$ cat src/rtl/knight_rider_pkg.sv
// Shared scanner definitions: state encodings, a width helper and the default
// step rate. The pwm stage reuses these constants.
package knight_rider_pkg;

  // 25 MHz-class clock divided to a visible step rate
  localparam int DEF_TICK_DIV = 25_000_000;

  localparam int ST_W = 5;

  localparam logic [ST_W-1:0] ST_IDLE    = 5'b00001;
  localparam logic [ST_W-1:0] ST_UP      = 5'b00010;
  localparam logic [ST_W-1:0] ST_HOLD_HI = 5'b00100;
  localparam logic [ST_W-1:0] ST_DOWN    = 5'b01000;
  localparam logic [ST_W-1:0] ST_HOLD_LO = 5'b10000;

  typedef enum logic [ST_W-1:0] {
    IDLE    = ST_IDLE,
    UP      = ST_UP,
    HOLD_HI = ST_HOLD_HI,
    DOWN    = ST_DOWN,
    HOLD_LO = ST_HOLD_LO
  } kr_state_t;

  // Bits needed to index v items; never returns less than 1 so a
  // degenerate range still yields a legal vector.
  function automatic int clog2(input int v);
    int r;
    r = 0;
    while ((1 << r) < v) r++;
    return (r < 1) ? 1 : r;
  endfunction

endpackage

$ cat src/rtl/knight_rider_scanner_tick_prescaler.sv
// Free-running divider: one-cycle tick every TICK_DIV enabled cycles.
// Dropping en clears the count, so a re-enable always starts a full period.
module tick_prescaler #(
  parameter int TICK_DIV = 4,
  parameter int CNT_W    = 32
) (
  input  logic clk1,
  input  logic rst_n,
  input  logic en,
  output logic tick
);

  localparam logic [CNT_W-1:0] CNT_LAST = CNT_W'(TICK_DIV - 1);

  logic [CNT_W-1:0] cnt;

  assign tick = en && (cnt == CNT_LAST);

  // count while enabled, wrap on tick, hold at zero while disabled
  always_ff @(posedge clk1 or negedge rst_n) begin
    if (!rst_n)            cnt <= '0;
    else if (!en || tick)  cnt <= '0;
    else                   cnt <= cnt + CNT_W'(1);
  end

endmodule

$ cat src/rtl/knight_rider_scanner.sv
// Knight-rider LED scanner: a bright head bounces across N_LEDS outputs,
// optionally dwelling HOLD_STEPS extra steps at each end. The previous head
// position is lit only while pwm_in is high, giving a dimmed trail.
module knight_rider_scanner
  import knight_rider_pkg::*;
#(
  parameter int N_LEDS     = 8,
  parameter int TICK_DIV   = DEF_TICK_DIV,
  parameter int CNT_W      = 32,
  parameter int HOLD_STEPS = 1
) (
  input  logic              clk1,
  input  logic              rst_n,
  input  logic              en,
  input  logic              pwm_in,
  output logic [N_LEDS-1:0] leds,
  output logic              dir,
  output logic              step_pulse
);

  localparam int POS_W  = clog2(N_LEDS);
  localparam int HOLD_W = clog2(HOLD_STEPS + 1);

  localparam logic [POS_W-1:0]  POS_LAST  = POS_W'(N_LEDS - 1);
  localparam logic [POS_W-1:0]  POS_PRE   = POS_W'(N_LEDS - 2);
  localparam logic [POS_W-1:0]  POS_ONE   = POS_W'(1);
  localparam logic [HOLD_W-1:0] HOLD_LAST = HOLD_W'((HOLD_STEPS > 0) ? HOLD_STEPS - 1 : 0);

  kr_state_t          state, state_n;
  logic [POS_W-1:0]   pos, pos_n, prev_pos, prev_n;
  logic [HOLD_W-1:0]  hold_cnt, hold_n;
  logic               dir_n;
  logic               run_en, tick;
  logic [N_LEDS-1:0]  head, tail;

  // Prescaler only runs once the FSM has left IDLE, so the entry cycle
  // never steps and UP always begins with a fresh count.
  assign run_en = en && (state != IDLE);

  tick_prescaler #(
    .TICK_DIV (TICK_DIV),
    .CNT_W    (CNT_W)
  ) u_presc (
    .clk1  (clk1),
    .rst_n (rst_n),
    .en    (run_en),
    .tick  (tick)
  );

  assign head = N_LEDS'(1) << pos;
  assign tail = (N_LEDS'(1) << prev_pos) & {N_LEDS{pwm_in}};

  // next-state, position and dwell bookkeeping; en low aborts to IDLE
  always_comb begin
    state_n = state;
    pos_n   = pos;
    prev_n  = prev_pos;
    hold_n  = hold_cnt;
    if (!en) begin
      state_n = IDLE;
      pos_n   = '0;
      prev_n  = '0;
      hold_n  = '0;
    end else begin
      case (state)
        IDLE: begin
          state_n = UP;
          pos_n   = '0;
          prev_n  = '0;
          hold_n  = '0;
        end
        UP: if (tick) begin
          prev_n = pos;
          pos_n  = pos + POS_ONE;
          if (pos == POS_PRE) state_n = (HOLD_STEPS > 0) ? HOLD_HI : DOWN;
        end
        HOLD_HI: if (tick) begin
          prev_n = pos;
          if (hold_cnt == HOLD_LAST) begin
            state_n = DOWN;
            hold_n  = '0;
          end else begin
            hold_n  = hold_cnt + HOLD_W'(1);
          end
        end
        DOWN: if (tick) begin
          prev_n = pos;
          pos_n  = pos - POS_ONE;
          if (pos == POS_ONE) state_n = (HOLD_STEPS > 0) ? HOLD_LO : UP;
        end
        HOLD_LO: if (tick) begin
          prev_n = pos;
          if (hold_cnt == HOLD_LAST) begin
            state_n = UP;
            hold_n  = '0;
          end else begin
            hold_n  = hold_cnt + HOLD_W'(1);
          end
        end
        default: begin
          state_n = IDLE;
          pos_n   = '0;
          prev_n  = '0;
          hold_n  = '0;
        end
      endcase
    end
  end

  // direction follows the state being entered; IDLE keeps the last value
  always_comb begin
    dir_n = dir;
    case (state_n)
      UP, HOLD_HI:   dir_n = 1'b1;
      DOWN, HOLD_LO: dir_n = 1'b0;
      default:       dir_n = dir;
    endcase
  end

  // FSM and position registers
  always_ff @(posedge clk1 or negedge rst_n) begin
    if (!rst_n) begin
      state    <= IDLE;
      pos      <= '0;
      prev_pos <= '0;
      hold_cnt <= '0;
    end else begin
      state    <= state_n;
      pos      <= pos_n;
      prev_pos <= prev_n;
      hold_cnt <= hold_n;
    end
  end

  // registered LED drive, step strobe and direction; dark while idle or disabled
  always_ff @(posedge clk1 or negedge rst_n) begin
    if (!rst_n) begin
      leds       <= '0;
      dir        <= 1'b1;
      step_pulse <= 1'b0;
    end else begin
      leds       <= (!en || state == IDLE) ? '0 : (head | tail);
      dir        <= dir_n;
      step_pulse <= tick;
    end
  end

endmodule

$ cat config.mk
export PLATFORM = sky130hd
export DESIGN_NAME = knight_rider_scanner
export DESIGN_NICKNAME = d
export VERILOG_FILES = /design/src/rtl/knight_rider_pkg.sv /design/src/rtl/knight_rider_scanner_tick_prescaler.sv /design/src/rtl/knight_rider_scanner.sv
export SDC_FILE = /design/constraint.sdc
export NUM_CORES = 1
export LEC_CHECK = 0
export BUFFER_PORTS_ARGS = -buffer_cell sky130_fd_sc_hd__buf_4
export CAP_MARGIN = 5
export CORE_ASPECT_RATIO = 1.1
export CORE_MARGIN = 2
export CORE_UTILIZATION = 50
export DETAILED_ROUTE_END_ITERATION = 10
export PLACE_DENSITY_LB_ADDON = 0.12
export SLEW_MARGIN = 40
export SYNTH_ARGS = -nofsm -noshare
export SYNTH_HDL_FRONTEND = slang
export SYNTH_SLANG_ARGS = --single-unit
$ cat constraint.sdc
create_clock -name clk1 -period 4.2 [get_ports clk1]
set_clock_uncertainty 0.2 [all_clocks]
set_input_delay 1.26 -clock clk1 [delete_from_list [all_inputs] [get_ports clk1]]
set_output_delay 1.26 -clock clk1 [all_outputs]
set_load 0.005 [all_outputs]
# Word-level counts from Yosys, hierarchy flattened
# Index checks and enable logic that the tools add are counted.
# Widths: inputs -> output; s select.
[word_totals]
regBits = 54
latchBits = 0
wordCells = 73
memories = 0
ramBits = 0
romBits = 0
output_inout_bits = 10
[classes]
n_div = 0
n_eq_ne = 19
order_cmp = 0
n_addsub = 4
n_mux = 24
bitwise_logic = 2
n_reduce_logical = 14
shifts = 2
n_mul = 0
[op_table]
columns = ["cell", "n"]
rows = [
  ["$mux 5", 9],
  ["$add 32x1->32 const B", 1],
  ["$eq 32x25->1 const B", 1],
  ["$mux 32", 1],
  ["$pmux 5 s5", 1],
  ["$mux 3", 6],
  ["$shl 1x3->8 const A", 2],
  ["$eq 5x2->1 const B", 2],
  ["$eq 5x3->1 const B", 2],
  ["$eq 5x4->1 const B", 2],
  ["$eq 5x5->1 const B", 2],
  ["$pmux 3 s3", 1],
  ["$and 8x8->8", 1],
  ["$mux 8", 1],
  ["$or 8x8->8", 1],
  ["$reduce_or 2->1", 4],
  ["$ne 3x2->1 const B", 2],
  ["$ne 3x3->1 const B", 2],
  ["$eq 5x1->1 const B", 1],
  ["$ne 5x1->1 const B", 1],
  ["$ne 2x2->1 const B", 2],
  ["$pmux 1 s2", 2],
  ["$reduce_or 4->1", 1],
  ["$add 3x1->3 const B", 1],
  ["11 further kinds", 16],
]

# Longest topological paths before layout
# Gate-level depths: netlist of run 1.
[logic_depth]
word_depth = 9
mapped_depth = 7

# Hierarchy
# From an unflattened synthesis of run 1, not the netlist that was laid out.
[hier_totals]
cells_unflattened = 323
hier_area_um2 = 3047.9
[by_module_without_submodules]
columns = ["module", "seq_area_each_um2", "area_per_inst_um2", "cells_per_inst", "instances"]
rows = [
  ["tick_prescaler", 800.8, 1747.9, 192, 1],
  ["knight_rider_scanner", 528.0, 1300.0, 131, 1],
]

# Worst setup path after synthesis of run 1
# OpenSTA, ideal clock, no wires.
[synth_timing]
path_type = "input to register"
startpoint = "in en"
endpoint = "reg state[3]"
arrival_ns = 2.265
path_stages = 6
t_required_ns = 3.905
setup_ns = 0.095
path_slack_ns = 1.640
cell_sequence = "clkbuf_1 > inv_1 > a31o_1 > buf_2 > a211o_1 > o31ai_1"
[synth_between]
elab_chain_len = 5
[synth_lines]
columns = ["element", "line", "text"]
rows = [
  ["start, declared", "knight_rider_scanner.sv:14", "input logic en,"],
  ["$logic_and 1x1->1", "knight_rider_scanner.sv:38", "assign run_en = en && (state != IDLE);"],
  ["$logic_and 1x1->1", "knight_rider_scanner_tick_prescaler.sv:17", "assign tick = en && (cnt == CNT_LAST);"],
  ["$mux 5, on equally long branches", "n/a", ""],
  ["$pmux 5 s5", "knight_rider_scanner.sv:65", "case (state)"],
  ["$mux 5 (*)", "knight_rider_scanner.sv:59", "if (!en) begin"],
  ["net state_n[3]", "knight_rider_scanner.sv:29", "kr_state_t state, state_n;"],
  ["end signal, assigned", "knight_rider_scanner.sv:128", "state <= state_n;"],
  ["end, declared", "knight_rider_scanner.sv:29", ""],
]
# The timed path passes the listed nets; every way through them passes the cells marked *.
# A chain may end at the register's enable or synchronous reset.

# Final worst setup path of run 1
[layout_timing]
startpoint = "in en"
endpoint = "reg state[1]"
# Same word-level chain as after synthesis.

==> metrics, run 1 <==
status complete, no violations; Area contributors post-synth dfrtp_1 43%, xor2_1 7.1%, nor2_1 6.3%; cell area after synthesis 2960 sq um; Non-Filler Instances 388; initial DRC count 60; FILL cells 546; Least-Margin Pin Slew 0.793 ns; number of enable flip-flop cells after synthesis 0; Resized Gates After CTS 0; CTS Root Cell clkbuf_8; first-pass GRT wire length 10400 microns; power density cells 319 nW/um^2; Critical Path RT 4.23 ns; Logic pwr share 14.6%; kind of critical path in2reg; RSZ-0062 raised after global routing false; # DRC 0; total global routing overflow 0; Design Power 1.01 mW; commonest cells in the netlist 51 x dfrtp_1, 50 x nor2_1, 24 x xor2_1; # port buffers 13; Routed Antenna Nets 0; clk_lat worst skew 0.31 ns; static leakage 1.33 nW; Register Area 1330 sq um; deepest clock path buffer count 2; DR WL/cell 15.4 microns; share of cells above drive strength 1 12.9%; library cells used by synthesis 57; min cycle time layout 2.76 ns; Placed Cells 380; DR vias/cell 5.66; footprint of the multi-input gates 1520 sq um; TritonCTS clock tree built; postcts setup bufs 0; Synth async-reset ratio 100%; count leader, synth dfrtp_1; Critical Path End Type flip-flop; diodes inserted 0; yosys warns 0; Most used DFF post-synth dfrtp_1; cells after synthesis 302; area grow syn2layout 7.31%; Sw Ratio 30.2%; Flop pwr share 55.0%; CTS sink count 53; Total Nets Final 322; Slew Limit Headroom 46.7%; antenna violations before repair 0; # IOs 14; Max Cap Viol 0; Peak VDD IR 0.164 mV; Syn Nets 314; CP Launch Type input pin; H-tree levels 2; TritonCTS Buffers 5; Die Width 77.4 microns; final setup TNS 0 ns; largest net degree at the start of global routing 54; CP max FO 13; max frequency 0.362 GHz; routed wire length 5970 microns; GPL Wtd Cong 0.829; Core ar. 5730 sq um; Starting Density 51.6%; Hold Path Class reg2reg; clock network fraction of design power 30.3%; routed vias 2197; cell internal pwr 0.707 mW; Max Transition Viols Final 0; Setup Viol. Count Final 0; final hold violations 0; #FFs+latches synth 53; Synth area leader dfrtp_1; sequential area share after synthesis 44.9%; top-area cell type share of the netlist area 43.1%; vias in the first global route 2161; Worst Path Arrival 2.79 ns; DR pass1 iterations 4; dpl hpwl 4000 microns; Avg Cell Area, Syn 9.80 sq um; hold slack 0.294 ns; Final Cycle Share 65.7%; clock slew at reported path FFs 0.10 ns; Die ar. 6550 sq um; Total GRT Usage 19.7%; Die Ht 84.7 microns; placement row count 29; CTS Hold Bufs 0; NetSw 0.306 mW
## through the flow
step / util, % / setup WS, ns / cell area, sq um
floorplan: - / 1.64 / 2960
global placement: 53.7 / 1.17 / 3080
detailed placement: 53.7 / 1.13 / 3080
CTS: 55.3 / 1.45 / 3170
global route: 55.4 / 1.32 / 3180
finish: 55.4 / 1.44 / 3180
## area by class of cell
cell class / count / share of cell area [%]
inverters: 8 / 0.945
flip-flops and latches: 53 / 41.8
multi-input cells: 228 / 47.9
clock inverters: 3 / 0.788
well taps: 77 / 3.03
repair buffers: 14 / 3.31
clock buffers: 5 / 2.17
## critical path: stages
cell      delay [ns]
buf_4           0.16
o31ai_4         0.17
nor4_4          0.77
a31oi_1         0.20
a211oi_2        0.22
## cell usage in the layout (no fill, tap or decap), drive strengths merged, types with 2 or more instances in the layout
master / instances
dfrtp: 51
nor2: 51
xor2: 24
nand2: 18
nand4: 18
nand3: 16
buf: 14
inv: 10
nor4: 10
and3: 8
xnor2: 8
ha: 8
nor3: 6
o21ai: 6
nor2b: 5
a22oi: 5
clkbuf: 5
and2: 4
o31ai: 4
a31oi: 3
a21oi: 3
mux2i: 3
a211oi: 3
nor3b: 2
nand3b: 2
o211ai: 2
a32oi: 2
dfstp: 2
and4: 2
## kinds of logic after synthesis
logic type | after synthesis | share of synthesized area [%]
AO/OA/AOI/OAI | 36 | 9.42
adder cells (fa/ha/maj) | 8 | 3.38
flip-flops | 53 | 44.9
buffers and inverters | 21 | 3.89
XOR/XNOR | 32 | 9.47
multiplexers | 3 | 1.01
AND/OR/NAND/NOR | 149 | 27.9
## power groups by stage
stage	Clock [mW]	Combinational, mW	Sequential, mW
CTS	0.322	0.151	0.555
global placement	0	0.150	0.566
global route	0.342	0.168	0.560
floorplan	0	0.118	0.555
detailed placement	0	0.150	0.565
finish	0.307	0.148	0.557
## worst paths after layout
kind | startpoint | to | slack, ns | cells after the start
max | en | state[1]$_DFF_PN0_ | 1.44 | 5
min | dir$_DFFE_PN1P_ | dir$_DFFE_PN1P_ | 0.29 | 2
max reg2reg | state[0]$_DFF_PN1_ | u_presc.cnt[29]$_DFF_PN0_ | 1.60 | 5
min reg2reg | dir$_DFFE_PN1P_ | dir$_DFFE_PN1P_ | 0.29 | 2
max in group asynchronous | rst_n | u_presc.cnt[14]$_DFF_PN0_ | 2.57 | 1
min in group asynchronous | rst_n | state[1]$_DFF_PN0_ | 0.77 | 1
## sequential cells by signal, summed over array words and instances (netlist names)
name / count
leds: 8
step_pulse: 1
u_presc.cnt: 32
pos: 3
prev_pos: 3
state: 5
dir: 1
## metal layers
layer	up-vias	track usage [%]	share of wire, %
met5	-	0	0
met4	0	6.49	0.92
met3	6	3.01	2.1
met2	28	34.5	50
met1	1078	24.9	47
li1	1085	-	-
(Power assumes the default switching activity.)
==> run 2, diff against run 1 <==
Clock period 4.2 ns to 2.65 ns, I/O delays scaled along.
==> run 2 against run 1 <==
Compared with the run above:
- final area is 1.9% higher
- sequential share of layout area decreased by 0.79 points
- global-route usage is 0.52 points higher
==> metrics, run 2 (synthesis results as in run 1) <==
CP max FO 13 (unchanged); TritonCTS Buffers 5 (unchanged); Crit-path slowest cell dfstp_2; static leakage 1.37 nW (+3.7%); CP Launch Type flip-flop; Top Registers u_presc.cnt: 32 flops, leds: 8 flops, state: 5 flops; Design Power 1.62 mW (+60%); Die Ht 84.7 microns (unchanged); DR WL/cell 15.2 microns (-1.0%); critical-path cell list or3b_1 > o31ai_4 > nor4_4 > buf_4 > a211o_1 > o31ai_1; Critical Path RT 2.67 ns (-1.56 ns); postcts setup bufs 0 (unchanged); vias in the first global route 2268 (+5.0%); final setup TNS 0 ns (unchanged); # DRC 0 (unchanged); DR vias/cell 5.62 (-0.79%); Setup crit end state[3]$_DFF_PN0_; hold slack 0.290 ns (-0.00330 ns); Metal-1 WL 2690 microns (-3.2%); pre-CTS setup slack 0.374 ns (-0.756 ns); # port buffers 13 (unchanged); footprint of the multi-input gates 1520 sq um (-0.41%); RSZ-0062 raised after global routing false; largest net degree at the start of global routing 54 (unchanged); placement row count 29 (unchanged); Critical Path End Type flip-flop; metal2 WL 3080 microns (+2.6%); area grow syn2layout 9.38%; uppermost routed layer met4; H-tree levels 2 (unchanged); Placed Area 3140 sq um (+2.1%); r2r startpoint state[0]$_DFF_PN1_; CTS sink count 53 (unchanged); Die ar. 6550 sq um (unchanged); Routed Antenna Nets 0 (unchanged); Starting Density 51.6% (unchanged); Worst Path Arrival 2.34 ns (-0.45 ns); max frequency 0.431 GHz; Hold Path Class reg2reg; Biggest register u_presc.cnt; Slew Limit Headroom 55.3% (+8.5 points); FILL cells 539 (-1.3%); diodes inserted 0 (unchanged); clock slew at reported path FFs 0.10 ns (about the same); final hold violations 0 (unchanged); Core ar. 5730 sq um (unchanged); GPL Wtd Cong 0.852 (+2.8%); most frequent cells in the layout 51 x dfrtp_1, 50 x nor2_1, 24 x xor2_1; Resized Gates After CTS 0 (unchanged); Setup Viol. Count Final 0 (unchanged); Placed Cells 387 (+1.8%); Crit path largest cell delay 0.65 ns (-0.12 ns); Die Width 77.4 microns (unchanged); initial DRC count 66 (+10%); Peak VDD IR 0.272 mV (+66%); power density cells 501 nW/um^2 (+57%); Met3 Wirelength 132 microns (+7.3%); kind of critical path reg2reg; fin util 56.5% (+1.1 points); Least-Margin Pin Slew 0.671 ns (-0.122 ns); R2R Path End state[3]$_DFF_PN0_; Max Cap Viol 0 (unchanged); status complete, no violations; dpl hpwl 4180 microns (+4.6%); TritonCTS clock tree built; antenna violations before repair 0 (unchanged); Total Nets Final 329 (+2.2%); total global routing overflow 0 (unchanged); Design Area, Final 3240 sq um (+1.9%); clk_lat worst skew 0.31 ns (about the same); Total GRT Usage 20.2% (+0.52 points); Max Transition Viols Final 0 (unchanged); # IOs 14 (unchanged); critical path launch point state[0]$_DFF_PN1_; CTS Root Cell clkbuf_8; routed vias 2219 (+1.0%); first-pass GRT wire length 10700 microns (+2.9%); worst r2r path cells 6 (+1); max FFs per register 32 (unchanged); Non-Filler Instances 395 (+1.8%); FF-to-FF setup slack 0.33 ns (-1.27 ns); DR pass1 iterations 4 (unchanged); CTS Hold Bufs 0 (unchanged); most common cell after layout, fill and taps aside dfrtp_1; share of cells above drive strength 1 14.5% (+1.6 points); min cycle time layout 2.32 ns; deepest clock path buffer count 2 (unchanged); Final Cycle Share 87.6%; routed wire length 6010 microns (+0.77%); Register Area 1330 sq um (unchanged); PnR worst setup slack 0.330 ns (-1.11 ns)
-- run 2: metal layers --
metal	vias to the layer above	track usage (%)
met3	9	2.90
met5	-	0
met2	21	36.7
li1	1103	-
met1	1086	24.4
met4	0	6.98
-- run 2: critical path: cells and delay by family, from the launching register on --
kind	cells	cell delay, ns
AO/OA/AOI/OAI	3	0.67
flip-flops	1	0.65
AND/OR/NAND/NOR	2	0.51
buffers and inverters	1	0.20
-- run 2: how the worst min path moves through the flow --
stage | from | to | slack, ns | cells past startpoint
2_1_floorplan | u_presc.cnt[0]$_DFF_PN0_ | u_presc.cnt[0]$_DFF_PN0_ | 0.27 | 1
3_3_place_gp | dir$_DFFE_PN1P_ | dir$_DFFE_PN1P_ | 0.28 | 2
3_5_place_dp | dir$_DFFE_PN1P_ | dir$_DFFE_PN1P_ | 0.28 | 2
4_1_cts | dir$_DFFE_PN1P_ | dir$_DFFE_PN1P_ | 0.29 | 2
5_1_grt | dir$_DFFE_PN1P_ | dir$_DFFE_PN1P_ | 0.34 | 2
6_report | dir$_DFFE_PN1P_ | dir$_DFFE_PN1P_ | 0.29 | 2
-- run 2: layout make-up --
| cell class | instances | area share [%] |
|---|---|---|
| Multi-Input combinational cell | 228 | 46.8 |
| Sequential cell | 53 | 41.0 |
| Timing Repair Buffer | 21 | 5.26 |
| Tap cell | 77 | 2.98 |
| Clock buffer | 6 | 2.55 |
| Inverter | 8 | 0.927 |
| Clock inverter | 2 | 0.425 |
-- run 2: power breakdown --
group | leakage, nW | switching [mW] | internal [mW]
Clock | 0.0512 | 0.278 | 0.213
Combinational | 0.591 | 0.154 | 0.0975
Sequential | 0.732 | 0.0369 | 0.843
==> run 3, diff against run 2 <==
Settings changed: SYNTH_HIERARCHICAL set to 1.
==> run 3 against run 2 <==
Compared with the run above:
- wire length up 8.2%
- critical path depth up 3
- critical endpoint is now dir$_DFFE_PN1P_
- count of clock-buffer cells in the layout down 1
- largest power group unchanged
- synthesized cell count up 7.0%
- global-route usage up 0.94 points
- clock power up 32%
- fmax down 2.6%
==> metrics, run 3 <==
Resized Gates After CTS 0 (unchanged); first-pass GRT wire length 11400 microns (+6.6%); largest net degree at the start of global routing 54 (unchanged); TritonCTS clock tree built; max FFs per register 32 (unchanged); Core ar. 5840 sq um (+1.9%); clk_lat worst skew 0.31 ns (about the same); RSZ-0062 raised after global routing false; WP depth 9 (+3); Flop pwr share 47.7% (-6.6 points); most frequent cell on the critical path buf_4; Critical Path RT 2.69 ns (+0.02 ns); deepest clock path buffer count 2 (unchanged); Synth area leader dfrtp_1; Total Nets Final 355 (+7.9%); CP bufs+invs 2 (+1); area grow syn2layout 11.6%; Die Width 78.4 microns (+1.4%); Logic pwr share 17.0% (+1.5 points); routed wire length 6510 microns (+8.2%); cells after synthesis 323 (+7.0%); Crit-path slowest cell dfrtp_1; GPL Wtd Cong 0.829 (-2.7%); most common cell after layout, fill and taps aside dfrtp_1; Synth async-reset ratio 100% (unchanged); kind of critical path reg2reg; antenna violations before repair 0 (unchanged); Routed Antenna Nets 0 (unchanged); Critical Path End Type flip-flop; min cycle time layout 2.38 ns (+0.0618 ns); diodes inserted 0 (unchanged); placement row count 29 (unchanged); critical-path cell list nor4_1 > buf_4 > nand4_1 > nor4_2 > buf_4 > nor2b_1 > a22o_1 > o21ai_0 > mux2_4; yosys warns 6 (+6); clock slew at reported path FFs 0.09 ns (about the same); GR Util met1 28.4% (+4.0 points); Sw Ratio 27.6% (-1.3 points); DR pass1 iterations 4 (unchanged); count leader, synth dfrtp_1; Design Area, Final 3400 sq um (+5.1%); CTS sink count 53 (unchanged); library cells used by synthesis 53 (-7.0%); # IOs 14 (unchanged); clock network fraction of design power 35.3% (+5.1 points); GRT met3 Usage 2.84% (-0.061 points); final setup TNS 0 ns (unchanged); NetSw 0.506 mW (+8.1%); CP Launch Type flip-flop; vias in the first global route 2453 (+8.2%); sequential area share after synthesis 43.6% (-1.3 points); CP top delay family simple AND/OR/NAND/NOR gates; worst r2r path cells 9 (+3); cell internal pwr 1.33 mW (+15%); Crit path largest cell delay 0.42 ns (-0.23 ns); dpl hpwl 4680 microns (+12%); final hold violations 0 (unchanged); Most used DFF post-synth dfrtp_1; Avg Cell Area, Syn 9.44 sq um (-3.7%); Peak VDD IR 0.420 mV (+54%); Least-Margin Pin Slew 0.662 ns (-0.00879 ns); cell area after synthesis 3050 sq um (+3.0%); Setup Viol. Count Final 0 (unchanged); Total GRT Usage 21.1% (+0.94 points); CTS Root Cell clkbuf_8; commonest cells in the netlist 51 x dfrtp_1, 28 x nor2_1, 22 x a21oi_1; Biggest register u_presc/cnt; FF-to-FF setup slack 0.27 ns (-0.06 ns); r2r startpoint u_presc/cnt[28]$_DFF_PN0_; Max Transition Viols Final 0 (unchanged); routed vias 2463 (+11%); H-tree levels 2 (unchanged); status complete, no violations; Starting Density 52.2% (+0.54 points); Worst Path Arrival 2.42 ns (+0.08 ns); DR WL/cell 15.5 microns (+1.6%); number of enable flip-flop cells after synthesis 0 (unchanged); postcts setup bufs 0 (unchanged); static leakage 1.34 nW (-2.5%); Top Registers u_presc/cnt: 32 flops, leds: 8 flops, state: 5 flops; Placed Area 3270 sq um (+4.0%); Area contributors post-synth dfrtp_1 42%, a21oi_1 3.6%, nor2_1 3.4%; CTS Hold Bufs 0 (unchanged); initial DRC count 171 (+160%); Max Cap Viol 0 (unchanged); most frequent cells in the layout 51 x dfrtp_1, 30 x buf_4, 28 x nor2_1; # port buffers 13 (unchanged); top-area cell type share of the netlist area 41.9% (-1.2 points); Slew Limit Headroom 55.8% (+0.59 points); R2R Path End dir$_DFFE_PN1P_; Final Cycle Share 89.9% (+2.3 points); TritonCTS Buffers 5 (unchanged); met2 Track Usage GR 34.7% (-2.0 points); #FFs+latches synth 53 (unchanged); power density cells 540 nW/um^2 (+7.8%); Hold Path Class in2async; CP max FO 13 (unchanged); share of cells above drive strength 1 15.1% (+0.65 points); # DRC 0 (unchanged); Die Ht 85.9 microns (+1.4%); Syn Nets 335 (+6.7%); total global routing overflow 0 (unchanged); GRT Max-Usage Layer met2; DR vias/cell 5.85 (+4.1%); max frequency 0.420 GHz (-2.6%); Die ar. 6740 sq um (+2.8%)
-- run 3: power by group through the flow --
stage | sequential, mW | clock (mW) | combinational [mW]
floorplan | 0.870 | 0 | 0.233
global placement | 0.891 | 0 | 0.316
detailed placement | 0.891 | 0 | 0.314
CTS | 0.875 | 0.663 | 0.315
global route | 0.881 | 0.693 | 0.358
finish | 0.875 | 0.648 | 0.312
-- run 3: per-stage QoR --
stage | total power [mW] | setup WS [ns] | hold slack (ns) | instances | utilization (%)
global placement | 1.21 | 0.185 | 0.293 | 413 | 55.9
CTS | 1.85 | 0.273 | 0.310 | 421 | 58.2
detailed placement | 1.21 | 0.142 | 0.297 | 413 | 55.9
floorplan | 1.10 | 0.0881 | 0.276 | 323 | -
global route | 1.93 | 0.0214 | 0.348 | 421 | 58.2
finish | 1.84 | 0.268 | 0.307 | 421 | 58.2
-- run 3: worst max-delay path by stage --
stage | startpoint | to | slack (ns)
finish | u_presc/cnt[28]$_DFF_PN0_ | dir$_DFFE_PN1P_ | 0.27
global route | u_presc/cnt[28]$_DFF_PN0_ | dir$_DFFE_PN1P_ | 0.02
CTS | u_presc/cnt[7]$_DFF_PN0_ | u_presc/cnt[19]$_DFF_PN0_ | 0.27
detailed placement | en | dir$_DFFE_PN1P_ | 0.14
global placement | en | dir$_DFFE_PN1P_ | 0.18
floorplan | en | state[2]$_DFF_PN0_ | 0.09
-- run 3: per-layer routing --
metal	routed length, microns	vias up
met5	0	-
met1	3020	1177
met4	71	0
met3	147	6
met2	3270	39
li1	-	1241
-- run 3: worst register-to-register path: cells and delay by family, from the launching register on --
| family | cells | cell delay, ns |
|---|---|---|
| compound gates | 2 | 0.21 |
| flops | 1 | 0.42 |
| buf+inv | 2 | 0.39 |
| mux | 1 | 0.29 |
| simple gates | 4 | 0.81 |
-- run 3: logic make-up after synthesis --
family / after synthesis / synth area share (%)
fa+ha+maj: 8 / 3.28
flops: 53 / 43.6
simple gates: 143 / 27.2
xor+xnor: 12 / 3.45
mux: 6 / 2.13
buf+inv: 32 / 5.38
compound gates: 69 / 15.0
-- run 3: final cells by class --
cell class / instances / area, sq um
clock buffers: 5 / 68.8
clock inverters: 3 / 65.1
fillers: 515 / 2440
inverters: 15 / 56.3
multi-input cells: 238 / 1560
flip-flops and latches: 53 / 1330
well taps: 77 / 96.3
repair buffers: 30 / 225
